==> src/rtl/gumnut_pkg.sv <==
// gumnut_pkg: shared types and constants for the Gumnut writeback slice.
//   DATA_W / REG_AW : datapath and register-address widths
//   flags_t         : architectural C/Z/V/N flags
//   wb_entry_t      : one staged ALU result awaiting commit
//   wb_state_t      : writeback stage occupancy
package gumnut_pkg;

   localparam int DATA_W = 8;
   localparam int REG_AW = 3;

   typedef struct packed {
      logic c;
      logic z;
      logic v;
      logic n;
   } flags_t;

   typedef struct packed {
      logic [DATA_W-1:0] res;
      flags_t            flags;
      logic [REG_AW-1:0] rd;
      logic              wr_reg;
      logic              wr_flags;
   } wb_entry_t;

   typedef enum logic {
      WB_IDLE = 1'b0,
      WB_PEND = 1'b1
   } wb_state_t;

   // Forwarded register read: r0 is always zero, a pending write to the
   // same register wins over the (not yet updated) register file.
   function automatic logic [DATA_W-1:0] fwd_read(
      input logic [REG_AW-1:0] addr,
      input logic              pend,
      input wb_entry_t         ent,
      input logic [DATA_W-1:0] rf_data
   );
      logic [DATA_W-1:0] r;
      r = rf_data;
      if (addr == '0)
         r = '0;
      else if (pend && ent.wr_reg && (ent.rd == addr))
         r = ent.res;
      return r;
   endfunction

endpackage

==> src/rtl/gumnut_regfile.sv <==
// gumnut_regfile: 2**REG_AW x DATA_W general register file.
//   clk_i, rst_i          : clock, async active-high reset (clears all regs)
//   we_i, waddr_i, wdata_i: synchronous write port (writes to r0 ignored)
//   raddr_a_i / rdata_a_o : combinational read port A
//   raddr_b_i / rdata_b_o : combinational read port B
module gumnut_regfile #(
   parameter int DATA_W = 8,
   parameter int REG_AW = 3
) (
   input  logic              clk_i,
   input  logic              rst_i,
   input  logic              we_i,
   input  logic [REG_AW-1:0] waddr_i,
   input  logic [DATA_W-1:0] wdata_i,
   input  logic [REG_AW-1:0] raddr_a_i,
   output logic [DATA_W-1:0] rdata_a_o,
   input  logic [REG_AW-1:0] raddr_b_i,
   output logic [DATA_W-1:0] rdata_b_o
);

   localparam int NREG = 2 ** REG_AW;

   logic [NREG-1:0][DATA_W-1:0] mem_q, mem_d;

   always_comb begin
      mem_d = mem_q;
      if (we_i && (waddr_i != '0))
         mem_d[waddr_i] = wdata_i;
   end

   always_ff @(posedge clk_i or posedge rst_i) begin
      if (rst_i)
         mem_q <= '0;
      else
         mem_q <= mem_d;
   end

   // r0 is hardwired to zero on read regardless of storage contents.
   assign rdata_a_o = (raddr_a_i == '0) ? '0 : mem_q[raddr_a_i];
   assign rdata_b_o = (raddr_b_i == '0) ? '0 : mem_q[raddr_b_i];

endmodule

==> src/rtl/gumnut_wb_stage.sv <==
// gumnut_wb_stage: writeback stage behind the Gumnut ALU.
//   valid_i/ready_o/hold_i : accept handshake; hold freezes accept and commit
//   res_i, carry_i, zero_i, ovf_i, nf_i, rd_i, wr_reg_i, wr_flags_i
//                          : ALU result, flags and write controls
//   int_save_i/int_restore_i : flag shadow save / restore pulses
//   rs_addr_i/rs_data_o, rs2_addr_i/rs2_data_o : forwarded read ports
//   carry_o, zero_o, ovf_o, nf_o : forwarded flags
// A result sits in a single stage register for one cycle (longer while
// held) and is committed to the regfile/flags on the following edge.
module gumnut_wb_stage
   import gumnut_pkg::*;
(
   input  logic              clk_i,
   input  logic              rst_i,
   input  logic              valid_i,
   output logic              ready_o,
   input  logic              hold_i,
   input  logic [DATA_W-1:0] res_i,
   input  logic              carry_i,
   input  logic              zero_i,
   input  logic              ovf_i,
   input  logic              nf_i,
   input  logic [REG_AW-1:0] rd_i,
   input  logic              wr_reg_i,
   input  logic              wr_flags_i,
   input  logic              int_save_i,
   input  logic              int_restore_i,
   input  logic [REG_AW-1:0] rs_addr_i,
   input  logic [REG_AW-1:0] rs2_addr_i,
   output logic [DATA_W-1:0] rs_data_o,
   output logic [DATA_W-1:0] rs2_data_o,
   output logic              carry_o,
   output logic              zero_o,
   output logic              ovf_o,
   output logic              nf_o
);

   wb_state_t state_q, state_d;
   wb_entry_t entry_q, entry_d;
   flags_t    flags_q, flags_d;
   flags_t    shadow_q, shadow_d;

   logic              pend;
   logic              accept;
   logic              commit;
   flags_t            flags_fwd;
   logic [DATA_W-1:0] rf_a, rf_b;

   // ready is forced low during reset so every output reads 0 then.
   assign ready_o = ~hold_i & ~rst_i;
   assign pend    = (state_q == WB_PEND);
   assign accept  = valid_i & ready_o;
   assign commit  = pend & ~hold_i;

   assign flags_fwd = (pend && entry_q.wr_flags) ? entry_q.flags : flags_q;

   always_comb begin
      state_d  = state_q;
      entry_d  = entry_q;
      flags_d  = flags_q;
      shadow_d = shadow_q;

      case (state_q)
         WB_IDLE: if (accept) state_d = WB_PEND;
         WB_PEND: if (!hold_i) state_d = accept ? WB_PEND : WB_IDLE;
         default: state_d = WB_IDLE;
      endcase

      if (accept) begin
         entry_d.res      = res_i;
         entry_d.flags    = '{c: carry_i, z: zero_i, v: ovf_i, n: nf_i};
         entry_d.rd       = rd_i;
         entry_d.wr_reg   = wr_reg_i;
         entry_d.wr_flags = wr_flags_i;
      end

      if (commit && entry_q.wr_flags)
         flags_d = entry_q.flags;

      // Restore overrides a same-edge flag commit and blocks a same-edge save.
      // Save captures the post-commit view, which is exactly flags_fwd.
      if (int_restore_i)
         flags_d = shadow_q;
      else if (int_save_i)
         shadow_d = flags_fwd;
   end

   always_ff @(posedge clk_i or posedge rst_i) begin
      if (rst_i) begin
         state_q  <= WB_IDLE;
         entry_q  <= '0;
         flags_q  <= '0;
         shadow_q <= '0;
      end else begin
         state_q  <= state_d;
         entry_q  <= entry_d;
         flags_q  <= flags_d;
         shadow_q <= shadow_d;
      end
   end

   gumnut_regfile #(
      .DATA_W (DATA_W),
      .REG_AW (REG_AW)
   ) u_rf (
      .clk_i     (clk_i),
      .rst_i     (rst_i),
      .we_i      (commit & entry_q.wr_reg),
      .waddr_i   (entry_q.rd),
      .wdata_i   (entry_q.res),
      .raddr_a_i (rs_addr_i),
      .rdata_a_o (rf_a),
      .raddr_b_i (rs2_addr_i),
      .rdata_b_o (rf_b)
   );

   assign rs_data_o  = fwd_read(rs_addr_i,  pend, entry_q, rf_a);
   assign rs2_data_o = fwd_read(rs2_addr_i, pend, entry_q, rf_b);

   assign carry_o = flags_fwd.c;
   assign zero_o  = flags_fwd.z;
   assign ovf_o   = flags_fwd.v;
   assign nf_o    = flags_fwd.n;

endmodule

==> config.mk <==
export PLATFORM = sky130hd
export DESIGN_NAME = gumnut_wb_stage
export DESIGN_NICKNAME = d
export VERILOG_FILES = /design/src/rtl/gumnut_pkg.sv /design/src/rtl/gumnut_regfile.sv /design/src/rtl/gumnut_wb_stage.sv
export SDC_FILE = /design/constraint.sdc
export NUM_CORES = 1
export LEC_CHECK = 0
export ABC_CLOCK_PERIOD_IN_PS = 5600
export CAP_MARGIN = 20
export CORE_MARGIN = 2
export CORE_UTILIZATION = 61
export DETAILED_ROUTE_END_ITERATION = 6
export PLACE_DENSITY = 0.85
export SLEW_MARGIN = 0
export SYNTH_ARGS = -nofsm -noshare
export SYNTH_HDL_FRONTEND = slang
export SYNTH_SLANG_ARGS = --single-unit
==> constraint.sdc <==
create_clock -name clk_i -period 5.6 [get_ports clk_i]
set_clock_uncertainty 0.15 [all_clocks]
set_input_delay 0.56 -clock clk_i [delete_from_list [all_inputs] [get_ports clk_i]]
set_output_delay 0.56 -clock clk_i [all_outputs]
set_load 0.02 [all_outputs]
==> metrics.md <==
| Metric | Value |
|---|---|
| Status | `finished, final reports clean` |
| Worst path top cell family by delay | `buffers and inverters` |
| Final min period | `4060 ps` |
| Worst reg2reg startpoint | `entry_q[2]` |
| CP Buf/Inv Count | `3` |
| ANT nets after route | `0` |
| Post-CTS Resized | `0` |
| Placed cell area | `approximately 5200 um2` |
| Critical path depth | `6` |
| Crit Path Max Fanout | `18` |
| Final Non-Filler Cells | `467` |
| Total Routing Usage GR | `approximately a quarter` |
| Ratio of cells with drive above 1 in the final layout | `39.7%` |
| Nets | `slightly below 400` |
| Max Freq | `between 200 and 250 MHz` |
| Max incr delay on CP | `~830 ps` |
| CP Class | `primary input to output port` |
| Top-count cell post-synth | `dfrtp_1` |
| Fin. max-slew vios | `0` |
| Cell variety after synth | `28` |
| Total power | `approximately 1.9 mW` |
| DIE AREA | `8450 um2` |
| R2r endpoint | `u_rf.mem_q[40]` |
| Max-Cap Viols | `0` |
| Setup violators final | `0` |
| CTS tree | `yes` |
| Area share of the largest cell type after synthesis | `47.7%` |
| Initial core utilization | `between 60 and 70%` |
| Worst skew pair latency | `370 ps` |
| Vias per cell | `6.23` |
| Class of the worst hold path | `flop to flop` |
| Worst rel slew slack | `34.1%` |
| Startpoint types | `primary input` |
| # H-tree levels | `3` |
| Initial antenna violation count | `0` |
| CTS root buf | `clkbuf_8` |
| RePlAce Congestion | `around 0.81` |
| First drt pass iteration count | `4` |
| R2R Setup Slk | `~3400 ps` |
| Period utilisation layout | `between 70% and 80%` |
| Maximum vdd ir drop | `189 uV` |
| Syn Nets | `around 360` |
| Post-CTS Setup Inserts | `0` |
| Die height | `around 90 um` |
| Critical path required time | `4890 ps` |
| Post-synth EDFFs | `0` |
| Synth warn | `0` |
| Setup TNS | `0 ps` |
| Clock buffer depth | `2` |
| Slew @ Worst Pin | `~990 ps` |
| # diodes | `0` |
| Area Growth Syn to Fin | `14.9%` |
| P_leak | `between 2 and 2.5 nW` |
| Synthesized area | `4720 um2` |
| Power density over the cells | `between 300 and 400 nW/um2` |
| Hold wc startpoint | `u_rf.mem_q[4]` |
| Hold Path Stages | `0` |
| Placed cells | `452` |
| Synth async-reset ratio | `100%` |
| Remaining DRCs | `0` |
| Die width | `around 92 um` |
| First-pass GRT wire length | `between 15000 and 20000 um` |
| Input/output buffers | `between 40 and 50` |
| Main area contributors after synthesis | `dfrtp_1, mux2_2, mux4_2` |
| Critical path capture point type | `output port` |
| WL per Instance | `between 20 and 25 um` |
| Finished Cell Area | `5420 um2` |
| Post-synth top cells | `dfrtp_1, mux2_2, mux4_2` |
| Synthesized instance count | `roughly 330` |
| Post-Place Setup Slack | `~1600 ps` |
| I/O pin count | `50` |
| Crit-path cells | `clkdlybuf4s50_1, buf_4, xor2_1, or4_1, a211oi_1, clkdlybuf4s50_1` |
| Core area | `~7600 um2` |
| Primary FF master, synth | `dfrtp_1` |
| Slowest cell on crit path | `or4_1` |
| Sink Count | `90` |
| Reg clk slew, reported paths | `about 90 ps` |
| Iter 0 DRT Violations | `about 190` |
| Post-route setup slack | `between 1500 and 2000 ps` |
| WL final | `10000 um` |
| R2R cell count | `3` |
| CTS Hold Buffers Added | `0` |
| Vias in the first global route | `around 3200` |
| Total gr overflow | `0` |
| Worst path arrival time | `approximately 3400 ps` |
| DP HPWL | `6730 um` |
| Hold Path End | `u_rf.mem_q[4]` |
| Final Hold Fails | `0` |
| Cell repeated most along the worst path | `clkdlybuf4s50_1` |
| Synth Register Bits | `90` |
| Routed vias | `approximately 2900` |
| Num CTS Buffers | `9` |
| RSZ-0062 raised after global routing | `no` |
| Avg Inst Size Synth | `14.4 um2` |
| Row count | `32` |
| Largest net degree at the start of global routing | `54` |
| Register area share after synthesis | `between 40 and 50%` |
| Largest area contributor in the synthesized netlist | `dfrtp_1` |
area by class of cell:
| cell class | instances | area, um2 |
|---|---|---|
| Multi-Input combinational cell | 200 | 2260 |
| Sequential cell | 90 | 2250 |
| Fill cell | 514 | 2190 |
| Timing Repair Buffer | 59 | 566 |
| Tap cell | 102 | 128 |
| Clock buffer | 9 | 124 |
| Clock inverter | 6 | 90.1 |
| Inverter | 1 | 5.00 |
cells in the final DEF (no fill, tap or decap), types with 3 or more instances in the layout:
master,netlist,final
dfrtp_1,90,90
mux2_2,81,81
clkdlybuf4s50_1,0,49
mux4_2,32,32
mux2i_1,20,20
nor2_1,18,18
a211oi_1,14,14
buf_4,2,10
clkbuf_8,0,9
nand2_1,7,7
xor2_1,6,6
o21ai_0,4,4
nor3_1,3,3
layer usage:
layer  routed length (um)  up-vias  track usage [%]
li1                     -     1286                -
met1                 4070     1516             33.8
met2                 5280       89             44.7
met3                  484       18             6.08
met4                  206        0             7.34
met5                    0        -                0
logic make-up (layout without fill, tap and decap cells):
kind of cell    Yosys count  in the layout  share of synthesized area (%)
mux                     133            133                           38.8
flops                    90             90                           47.7
simple gates             39             39                           4.32
buf+inv                  38             75                           4.43
compound gates           22             22                           3.55
xor+xnor                  6              6                           1.11
state kept, by name, indices dropped and copies added, names as in the netlist:
register,count
entry_q,17
flags_q,4
pend,1
shadow_q,4
u_rf.mem_q,64
worst register-to-register path: cells and delay by family (launching register included):
kind	cells	cell delay (ps)
AND/OR/NAND/NOR	2	1050
flip-flops	1	510
multiplexers	1	430
how the worst max path moves through the flow:
stage                   from       endpoint  slack (ps)
6_report       rs2_addr_i[2]  rs2_data_o[2]        1540
5_1_grt        rs2_addr_i[2]  rs2_data_o[2]        1450
4_1_cts         rs_addr_i[2]   rs_data_o[2]        1560
3_5_place_dp   rs2_addr_i[2]  rs2_data_o[2]        1590
3_3_place_gp   rs2_addr_i[2]  rs2_data_o[2]        1610
2_1_floorplan          rst_i     entry_q[0]        2550
stage by stage:
step | utilization (%) | hold WS, ps
after floorplan | - | 291
after global placement | 68.5 | 227
after detailed placement | 68.5 | 239
after CTS | 71.3 | 260
after global routing | 71.3 | 276
final | 71.3 | 260
power breakdown:
| part | leakage, nW | switching (mW) | internal, mW |
|---|---|---|---|
| Sequential | 1.19 | 0.130 | 0.791 |
| Clock | 0.106 | 0.233 | 0.251 |
| Combinational | 1.10 | 0.191 | 0.307 |
No activity file was read; power rests on OpenSTA's default activity.
